`config.mk`:
```
export PLATFORM = sky130hd
export DESIGN_NAME = branch_predictor_bht_flat
export DESIGN_NICKNAME = d
export VERILOG_FILES = /design/src/rtl/predictor_pkg.sv /design/src/rtl/branch_predictor_bht_if.sv /design/src/rtl/predictor_inflight_fifo.sv /design/src/rtl/branch_predictor_bht.sv /design/src/flat_wrapper.sv
export SDC_FILE = /design/constraint.sdc
export NUM_CORES = 1
export LEC_CHECK = 0
export ABC_CLOCK_PERIOD_IN_PS = 5400
export BUFFER_PORTS_ARGS = -buffer_cell sky130_fd_sc_hd__buf_2
export CORE_MARGIN = 1.5
export CORE_UTILIZATION = 50
export DETAILED_ROUTE_END_ITERATION = 16
export GPL_TIMING_DRIVEN = 0
export PLACE_DENSITY = 0.78
export SLEW_MARGIN = 20
export SYNTH_ARGS = -nofsm -noshare
export SYNTH_HDL_FRONTEND = slang
export SYNTH_HIERARCHICAL = 1
export SYNTH_SLANG_ARGS = --single-unit
```
`constraint.sdc`:
```
create_clock -name clk -period 5.4 [get_ports clk]
set_input_delay 0.54 -clock clk [delete_from_list [all_inputs] [get_ports clk]]
set_output_delay 0.54 -clock clk [all_outputs]
set_load 0.05 [all_outputs]
```
`src/rtl/predictor_pkg.sv`:
```
// Shared types and constants for the fetch-side BHT branch predictor.
package predictor_pkg;

  localparam int ADDR_W = 11;

  localparam logic [1:0] BR_NONE  = 2'b00;
  localparam logic [1:0] BR_ZERO  = 2'b01;
  localparam logic [1:0] BR_NEG   = 2'b10;
  localparam logic [1:0] BR_CARRY = 2'b11;

  localparam logic [1:0] SNT = 2'b00;
  localparam logic [1:0] WNT = 2'b01;
  localparam logic [1:0] WT  = 2'b10;
  localparam logic [1:0] ST  = 2'b11;

  typedef struct packed {
    logic [1:0]        br_type;
    logic              taken;
    logic [ADDR_W-1:0] next_addr;
    logic [ADDR_W-1:0] target;
  } q_entry_t;

  localparam int Q_ENTRY_W = $bits(q_entry_t);

  function automatic logic [1:0] cnt_update(input logic [1:0] cnt, input logic taken);
    if (taken) return (cnt == ST)  ? ST  : cnt + 2'd1;
    return (cnt == SNT) ? SNT : cnt - 2'd1;
  endfunction

endpackage

```
`src/rtl/branch_predictor_bht_if.sv`:
```
// Fetch-side and checker-side signals of the BHT predictor.
interface branch_predictor_bht_if;
  logic                             fetch_valid;
  logic [1:0]                       fetch_branch_type;
  logic [predictor_pkg::ADDR_W-1:0] fetch_addr;
  logic [predictor_pkg::ADDR_W-1:0] fetch_target;
  logic [predictor_pkg::ADDR_W-1:0] fetch_next;
  logic                             fetch_ready;
  logic                             predict_taken;
  logic [predictor_pkg::ADDR_W-1:0] predict_addr;
  logic                             chk_valid;
  logic [1:0]                       chk_branch_type;
  logic                             chk_branch_taken;
  logic [predictor_pkg::ADDR_W-1:0] chk_branch_addr;
  logic [predictor_pkg::ADDR_W-1:0] chk_jump_addr;
  logic                             res_valid;
  logic                             prediction_success;
  logic                             branch_result;
  logic                             flush;

  modport master (
    output fetch_valid, fetch_branch_type, fetch_addr, fetch_target, fetch_next,
    output res_valid, prediction_success, branch_result,
    input  fetch_ready, predict_taken, predict_addr,
    input  chk_valid, chk_branch_type, chk_branch_taken, chk_branch_addr, chk_jump_addr,
    input  flush
  );

  modport slave (
    input  fetch_valid, fetch_branch_type, fetch_addr, fetch_target, fetch_next,
    input  res_valid, prediction_success, branch_result,
    output fetch_ready, predict_taken, predict_addr,
    output chk_valid, chk_branch_type, chk_branch_taken, chk_branch_addr, chk_jump_addr,
    output flush
  );
endinterface

```
`src/rtl/predictor_inflight_fifo.sv`:
```
// In-flight prediction queue: synchronous FIFO with clear, occupancy-based full/empty.
module predictor_inflight_fifo #(
  parameter int W     = 8,
  parameter int DEPTH = 4
) (
  input  logic         clk,
  input  logic         rst_n,
  input  logic         clr,
  input  logic         push,
  input  logic         pop,
  input  logic [W-1:0] wdata,
  output logic [W-1:0] rdata,
  output logic         full,
  output logic         empty
);
  localparam int PW = $clog2(DEPTH);

  logic [W-1:0]  mem [DEPTH];
  logic [PW-1:0] wr_ptr, rd_ptr;
  logic [PW:0]   count;
  logic          do_push, do_pop;

  assign full    = (count == (PW+1)'(DEPTH));
  assign empty   = (count == '0);
  assign do_push = push & ~full;
  assign do_pop  = pop & ~empty;
  assign rdata   = mem[rd_ptr];

  // clear wins over a same-cycle push: that entry is wrong-path
  always_ff @(posedge clk or negedge rst_n) begin
    if (!rst_n) begin
      wr_ptr <= '0;
      rd_ptr <= '0;
      count  <= '0;
    end else if (clr) begin
      wr_ptr <= '0;
      rd_ptr <= '0;
      count  <= '0;
    end else begin
      if (do_push) wr_ptr <= wr_ptr + PW'(1);
      if (do_pop)  rd_ptr <= rd_ptr + PW'(1);
      count <= count + (PW+1)'(do_push) - (PW+1)'(do_pop);
    end
  end

  always_ff @(posedge clk) begin
    if (do_push && !clr) mem[wr_ptr] <= wdata;
  end
endmodule

```
`src/rtl/branch_predictor_bht.sv`:
```
// 2-bit saturating-counter BHT with in-flight queue and mispredict flush.
// Optional statistics counters built only when BHT_STATS_EN is defined.
module branch_predictor_bht import predictor_pkg::*; #(
  parameter int         IDX_W    = 4,
  parameter logic [1:0] CNT_INIT = WNT,
  parameter int         Q_DEPTH  = 4
) (
  input  logic                   clk,
  input  logic                   rst_n,
  branch_predictor_bht_if.slave  bus,
  output logic [15:0]            stat_branches,
  output logic [15:0]            stat_mispredicts
);
  localparam int N  = 2**IDX_W;
  localparam int FW = IDX_W + Q_ENTRY_W;

  logic [1:0]       cnt [N];
  logic [IDX_W-1:0] fetch_idx, head_idx;
  q_entry_t         wr_entry, head;
  logic [FW-1:0]    rd_word;
  logic             full, empty, is_branch, push, resolve, mispredict;
  logic             unused_addr_hi;

  assign fetch_idx      = bus.fetch_addr[IDX_W-1:0];
  assign unused_addr_hi = ^bus.fetch_addr[ADDR_W-1:IDX_W];
  assign is_branch      = (bus.fetch_branch_type != BR_NONE);

  // table read is combinational, so a same-cycle update is not yet visible
  assign bus.predict_taken = bus.fetch_valid & is_branch & cnt[fetch_idx][1];
  assign bus.predict_addr  = bus.predict_taken ? bus.fetch_target : bus.fetch_next;
  assign bus.fetch_ready   = ~full;

  assign push       = bus.fetch_valid & is_branch & ~full;
  assign resolve    = bus.res_valid & ~empty;
  assign mispredict = resolve & ~bus.prediction_success;

  assign wr_entry = '{br_type:   bus.fetch_branch_type,
                      taken:     bus.predict_taken,
                      next_addr: bus.fetch_next,
                      target:    bus.fetch_target};

  predictor_inflight_fifo #(.W(FW), .DEPTH(Q_DEPTH)) u_fifo (
    .clk   (clk),
    .rst_n (rst_n),
    .clr   (mispredict),
    .push  (push),
    .pop   (resolve),
    .wdata ({fetch_idx, wr_entry}),
    .rdata (rd_word),
    .full  (full),
    .empty (empty)
  );

  assign {head_idx, head}     = rd_word;
  assign bus.chk_valid        = ~empty;
  assign bus.chk_branch_type  = head.br_type;
  assign bus.chk_branch_taken = head.taken;
  assign bus.chk_branch_addr  = head.next_addr;
  assign bus.chk_jump_addr    = head.target;

  always_ff @(posedge clk or negedge rst_n) begin
    if (!rst_n) begin
      for (int i = 0; i < N; i++) cnt[i] <= CNT_INIT;
    end else if (resolve) begin
      cnt[head_idx] <= cnt_update(cnt[head_idx], bus.branch_result);
    end
  end

  always_ff @(posedge clk or negedge rst_n) begin
    if (!rst_n) bus.flush <= 1'b0;
    else        bus.flush <= mispredict;
  end

`ifdef BHT_STATS_EN
  always_ff @(posedge clk or negedge rst_n) begin
    if (!rst_n) begin
      stat_branches    <= '0;
      stat_mispredicts <= '0;
    end else begin
      if (resolve && stat_branches != 16'hFFFF)       stat_branches    <= stat_branches + 16'd1;
      if (mispredict && stat_mispredicts != 16'hFFFF) stat_mispredicts <= stat_mispredicts + 16'd1;
    end
  end
`else
  assign stat_branches    = 16'h0000;
  assign stat_mispredicts = 16'h0000;
`endif
endmodule

```
`src/flat_wrapper.sv`:
```
// flat-port wrapper written by rule: the top's interface ports become plain ports
module branch_predictor_bht_flat import predictor_pkg::*;
#(
  parameter int         IDX_W    = 4,
  parameter logic [1:0] CNT_INIT = WNT,
  parameter int         Q_DEPTH  = 4
)
  (clk, rst_n, stat_branches, stat_mispredicts, bus_fetch_valid, bus_fetch_branch_type, bus_fetch_addr, bus_fetch_target, bus_fetch_next, bus_res_valid, bus_prediction_success, bus_branch_result, bus_fetch_ready, bus_predict_taken, bus_predict_addr, bus_chk_valid, bus_chk_branch_type, bus_chk_branch_taken, bus_chk_branch_addr, bus_chk_jump_addr, bus_flush);
  branch_predictor_bht_if bus_i ();
  input  logic clk;
  input  logic rst_n;
  output logic [15:0] stat_branches;
  output logic [15:0] stat_mispredicts;
  input wire logic [$bits(bus_i.fetch_valid)-1:0] bus_fetch_valid;
  input wire logic [$bits(bus_i.fetch_branch_type)-1:0] bus_fetch_branch_type;
  input wire logic [$bits(bus_i.fetch_addr)-1:0] bus_fetch_addr;
  input wire logic [$bits(bus_i.fetch_target)-1:0] bus_fetch_target;
  input wire logic [$bits(bus_i.fetch_next)-1:0] bus_fetch_next;
  input wire logic [$bits(bus_i.res_valid)-1:0] bus_res_valid;
  input wire logic [$bits(bus_i.prediction_success)-1:0] bus_prediction_success;
  input wire logic [$bits(bus_i.branch_result)-1:0] bus_branch_result;
  output wire logic [$bits(bus_i.fetch_ready)-1:0] bus_fetch_ready;
  output wire logic [$bits(bus_i.predict_taken)-1:0] bus_predict_taken;
  output wire logic [$bits(bus_i.predict_addr)-1:0] bus_predict_addr;
  output wire logic [$bits(bus_i.chk_valid)-1:0] bus_chk_valid;
  output wire logic [$bits(bus_i.chk_branch_type)-1:0] bus_chk_branch_type;
  output wire logic [$bits(bus_i.chk_branch_taken)-1:0] bus_chk_branch_taken;
  output wire logic [$bits(bus_i.chk_branch_addr)-1:0] bus_chk_branch_addr;
  output wire logic [$bits(bus_i.chk_jump_addr)-1:0] bus_chk_jump_addr;
  output wire logic [$bits(bus_i.flush)-1:0] bus_flush;
  assign bus_i.fetch_valid = bus_fetch_valid;
  assign bus_i.fetch_branch_type = bus_fetch_branch_type;
  assign bus_i.fetch_addr = bus_fetch_addr;
  assign bus_i.fetch_target = bus_fetch_target;
  assign bus_i.fetch_next = bus_fetch_next;
  assign bus_i.res_valid = bus_res_valid;
  assign bus_i.prediction_success = bus_prediction_success;
  assign bus_i.branch_result = bus_branch_result;
  assign bus_fetch_ready = bus_i.fetch_ready;
  assign bus_predict_taken = bus_i.predict_taken;
  assign bus_predict_addr = bus_i.predict_addr;
  assign bus_chk_valid = bus_i.chk_valid;
  assign bus_chk_branch_type = bus_i.chk_branch_type;
  assign bus_chk_branch_taken = bus_i.chk_branch_taken;
  assign bus_chk_branch_addr = bus_i.chk_branch_addr;
  assign bus_chk_jump_addr = bus_i.chk_jump_addr;
  assign bus_flush = bus_i.flush;
  branch_predictor_bht #(.IDX_W(IDX_W), .CNT_INIT(CNT_INIT), .Q_DEPTH(Q_DEPTH)) u_core (.clk(clk), .rst_n(rst_n), .bus(bus_i), .stat_branches(stat_branches), .stat_mispredicts(stat_mispredicts));
endmodule
```
==> results.md <==
* CP max FO at 10
* Worst Setup Path Type: in -> out
* Largest net degree at the start of global routing at 41
* Min Hold Slack at 0.239 ns
* Hold bufs inserted after CTS at 0
* Final WL at 12700 um
* Peak VDD IR at about 0.33 mV
* Synth cell types at 46
* # IOs at 113
* LEAKAGE at 3.20 nW
* Clk_lat worst skew at 0.41 ns
* Vias in the first global route at between 3k and 4k
* Die height at 120 um
* Root Buffer: clkbuf_16
* Pwr per Cell Area at 571 nW/um^2
* Core Region at 13300 um^2
* Overall Power at 0.00472 W
* Run status: finished clean
* PortBufs at 73
* Cells along the critical path: buf_2 > mux4_2 > mux2i_1 > nor3b_1 > a21oi_2 > buf_4 > mux2_1 > buf_2
* Fin crit share at 0.611
* Row count at 42
* Yosys reg bits at 156
* Slowest stage delay, CP at about 0.57 ns
* Max-cap viol count at 0
* Worst-margin pin slew at 0.861 ns
* Synth Cell Area at 6900 um^2
* Setup tns final at 0 ns
* Most used cell along the critical path: buf_2
* Slew Limit Headroom at 0.426
* Vias/cell at between 5 and 6
* CTS tree: built
* Setup violators final at 0
* Syn. warnings at 6
* Crit-path slowest cell: mux4_2
* Post-CTS Setup Bufs at 0
* Pre-antenna DRT Iters at 6
* DR vias at ~3.7k
* Synthesized area per cell at about 18 um^2
* First-pass GRT wire length at 20000 um
* CTS Buf Count at 17
* RSZ-0062 raised after global routing: no
* CP arrival at 2.76 ns
* Register area share after synthesis at 0.653
* Post-CTS Resized at 0
* Req. time, crit path at approximately 4.9 ns
* Final GP Congestion at 0.770
* Hold Path Class: in -> async
* Inserted Diodes at 0
* Die area at about 15000 um^2
* Drt drc at 0
* Maximum clock frequency at 0.303 GHz
* Initial antenna violation count at 0
* Clock Skews at 0.00699 ns
* Initial DRC count at 296
* Antenna viol nets, final at 0
* CTS Sinks at 156
* Crit start category: input port
* CP Capture Type: primary output
* Die Wd at 120 um
* Gr usage total at 0.187
* P&R area growth vs syn at 19.8%
* H-tree levels at 4
* Maximum clock insertion buffer count at 2
* Slew Limit Fails at 0
* Post-layout min period at 3.30 ns
* # nets final at approximately 570
* Clk pin slew, worst setup/hold paths at approximately 0.060 ns
* Grt ovf at 0
* Syn Inst Count at 391
* Starting Density at 0.517
* Share of cells above drive strength 1 at 0.471
* WL per Instance at approximately 18 um
* Final hold vios at 0
* Post-detailed-placement half-perimeter wirelength at between 8000 and 9000 um
## flip-flops by register name (all words and copies together), names as in the netlist
| register | flops |
|---|---|
| u_core/u_fifo/mem | 116 |
| u_core/cnt | 32 |
| u_core/u_fifo/count | 3 |
| u_core/u_fifo/rd_ptr | 2 |
| u_core/u_fifo/wr_ptr | 2 |
| u_core/bus.flush | 1 |
## final timing paths
check / slack (ns) / startpoint / end / depth (start not counted)
min reg2reg: 0.47 / u_core/cnt[24]$_DFFE_PN1P_ / u_core/cnt[24]$_DFFE_PN1P_ / 2
min: 0.24 / rst_n / u_core/cnt[19]$_DFFE_PN0P_ / 1
max reg2reg: 2.30 / u_core/u_fifo/rd_ptr[1]$_DFFE_PN0P_ / u_core/cnt[9]$_DFFE_PN0P_ / 8
max: 2.10 / bus_fetch_addr[0] / bus_predict_addr[3] / 8
min in group clk: 0.29 / bus_prediction_success / u_core/bus.flush$_DFF_PN0_ / 2
max in group asynchronous: 4.62 / rst_n / u_core/u_fifo/wr_ptr[1]$_DFFE_PN0P_ / 1
## cells by family after synthesis
logic type	count (synthesis)	synth area share
flip-flops	156	0.653
multiplexers	88	0.211
AND/OR/NAND/NOR	60	0.0450
buffers and inverters	59	0.0548
AO/OA/AOI/OAI	17	0.0183
adder cells (fa/ha/maj)	7	0.0138
XOR/XNOR	3	0.00381
other	1	0.000544
## cell type report
class	count	area [um^2]
fill	999	5080
sequential	156	4500
multi-input combinational	207	2140
timing repair buffer	77	453
clock buffer	18	429
buffer	45	325
tap	176	220
clock inverter	14	144
inverter	14	52.6
## through the flow
stage | setup slack (ns) | utilization | std cells | area, um^2
2_1_floorplan | 2.63 | - | 422 | 7010
3_3_place_gp | 1.97 | 0.569 | 671 | 7600
3_5_place_dp | 2.14 | 0.576 | 675 | 7690
4_1_cts | 2.11 | 0.619 | 707 | 8270
5_1_grt | 2.04 | 0.619 | 707 | 8270
6_report | 2.10 | 0.619 | 707 | 8270
## power by group
part / internal [W] / switching (W)
logic: 0.000704 / 0.00120
registers: 0.00156 / 0.000105
clock network: 0.000682 / 0.000461
## Yosys cell counts, drive strengths merged
library cell / n / share of area
ha: 6 / 0.011
inv: 14 / 0.0076
nand3b: 1 / 0.0011
mux2i: 5 / 0.0073
or3: 2 / 0.0018
nand2: 16 / 0.0091
dfstp: 16 / 0.061
nand4: 1 / 0.00091
mux2: 43 / 0.072
a311oi: 2 / 0.0051
mux4: 40 / 0.13
conb: 1 / 0.00054
a31oi: 1 / 0.00091
fa: 1 / 0.0029
and3b: 1 / 0.0018
nor4: 1 / 0.00091
nor3b: 3 / 0.0040
xor2: 2 / 0.0025
nand2b: 3 / 0.0027
a21oi: 6 / 0.0054
and2: 4 / 0.0036
nor2: 19 / 0.012
o31ai: 2 / 0.0022
clkbuf: 4 / 0.0022
nor2b: 4 / 0.0036
xnor2: 1 / 0.0013
dfrtp: 24 / 0.087
nor3: 4 / 0.0029
buf: 41 / 0.045
o21ai: 5 / 0.0036
edfxtp: 116 / 0.50
a21boi: 1 / 0.0011
nand3: 1 / 0.00072
## metal layers
metal | share of wire | vias up | GRT usage
li1 | - | 1698 | -
met1 | 0.42 | 1916 | 0.243
met2 | 0.52 | 102 | 0.310
met3 | 0.050 | 12 | 0.0472
met4 | 0.012 | 0 | 0.0625
met5 | 0 | - | 0
## worst max-delay path, delay by kind of cell
| kind | cells | cell delay (ns) |
|---|---|---|
| buffers and inverters | 3 | 0.76 |
| muxes | 3 | 1.09 |
| AOI/OAI and AO/OA | 1 | 0.28 |
| and+or+nand+nor | 1 | 0.09 |
## cells in the final DEF, fill, tap and decap left out, drive strengths merged, types with 16 or more instances in the layout
master  netlist  layout
buf          41     118
clkbuf        4      22
conb          1      32
dfrtp        24      24
dfstp        16      16
edfxtp      116     116
inv          14      18
mux2         43      43
mux4         40      40
nand2        16      16
nor2         19      19
No activity file was read; power rests on OpenSTA's default activity.
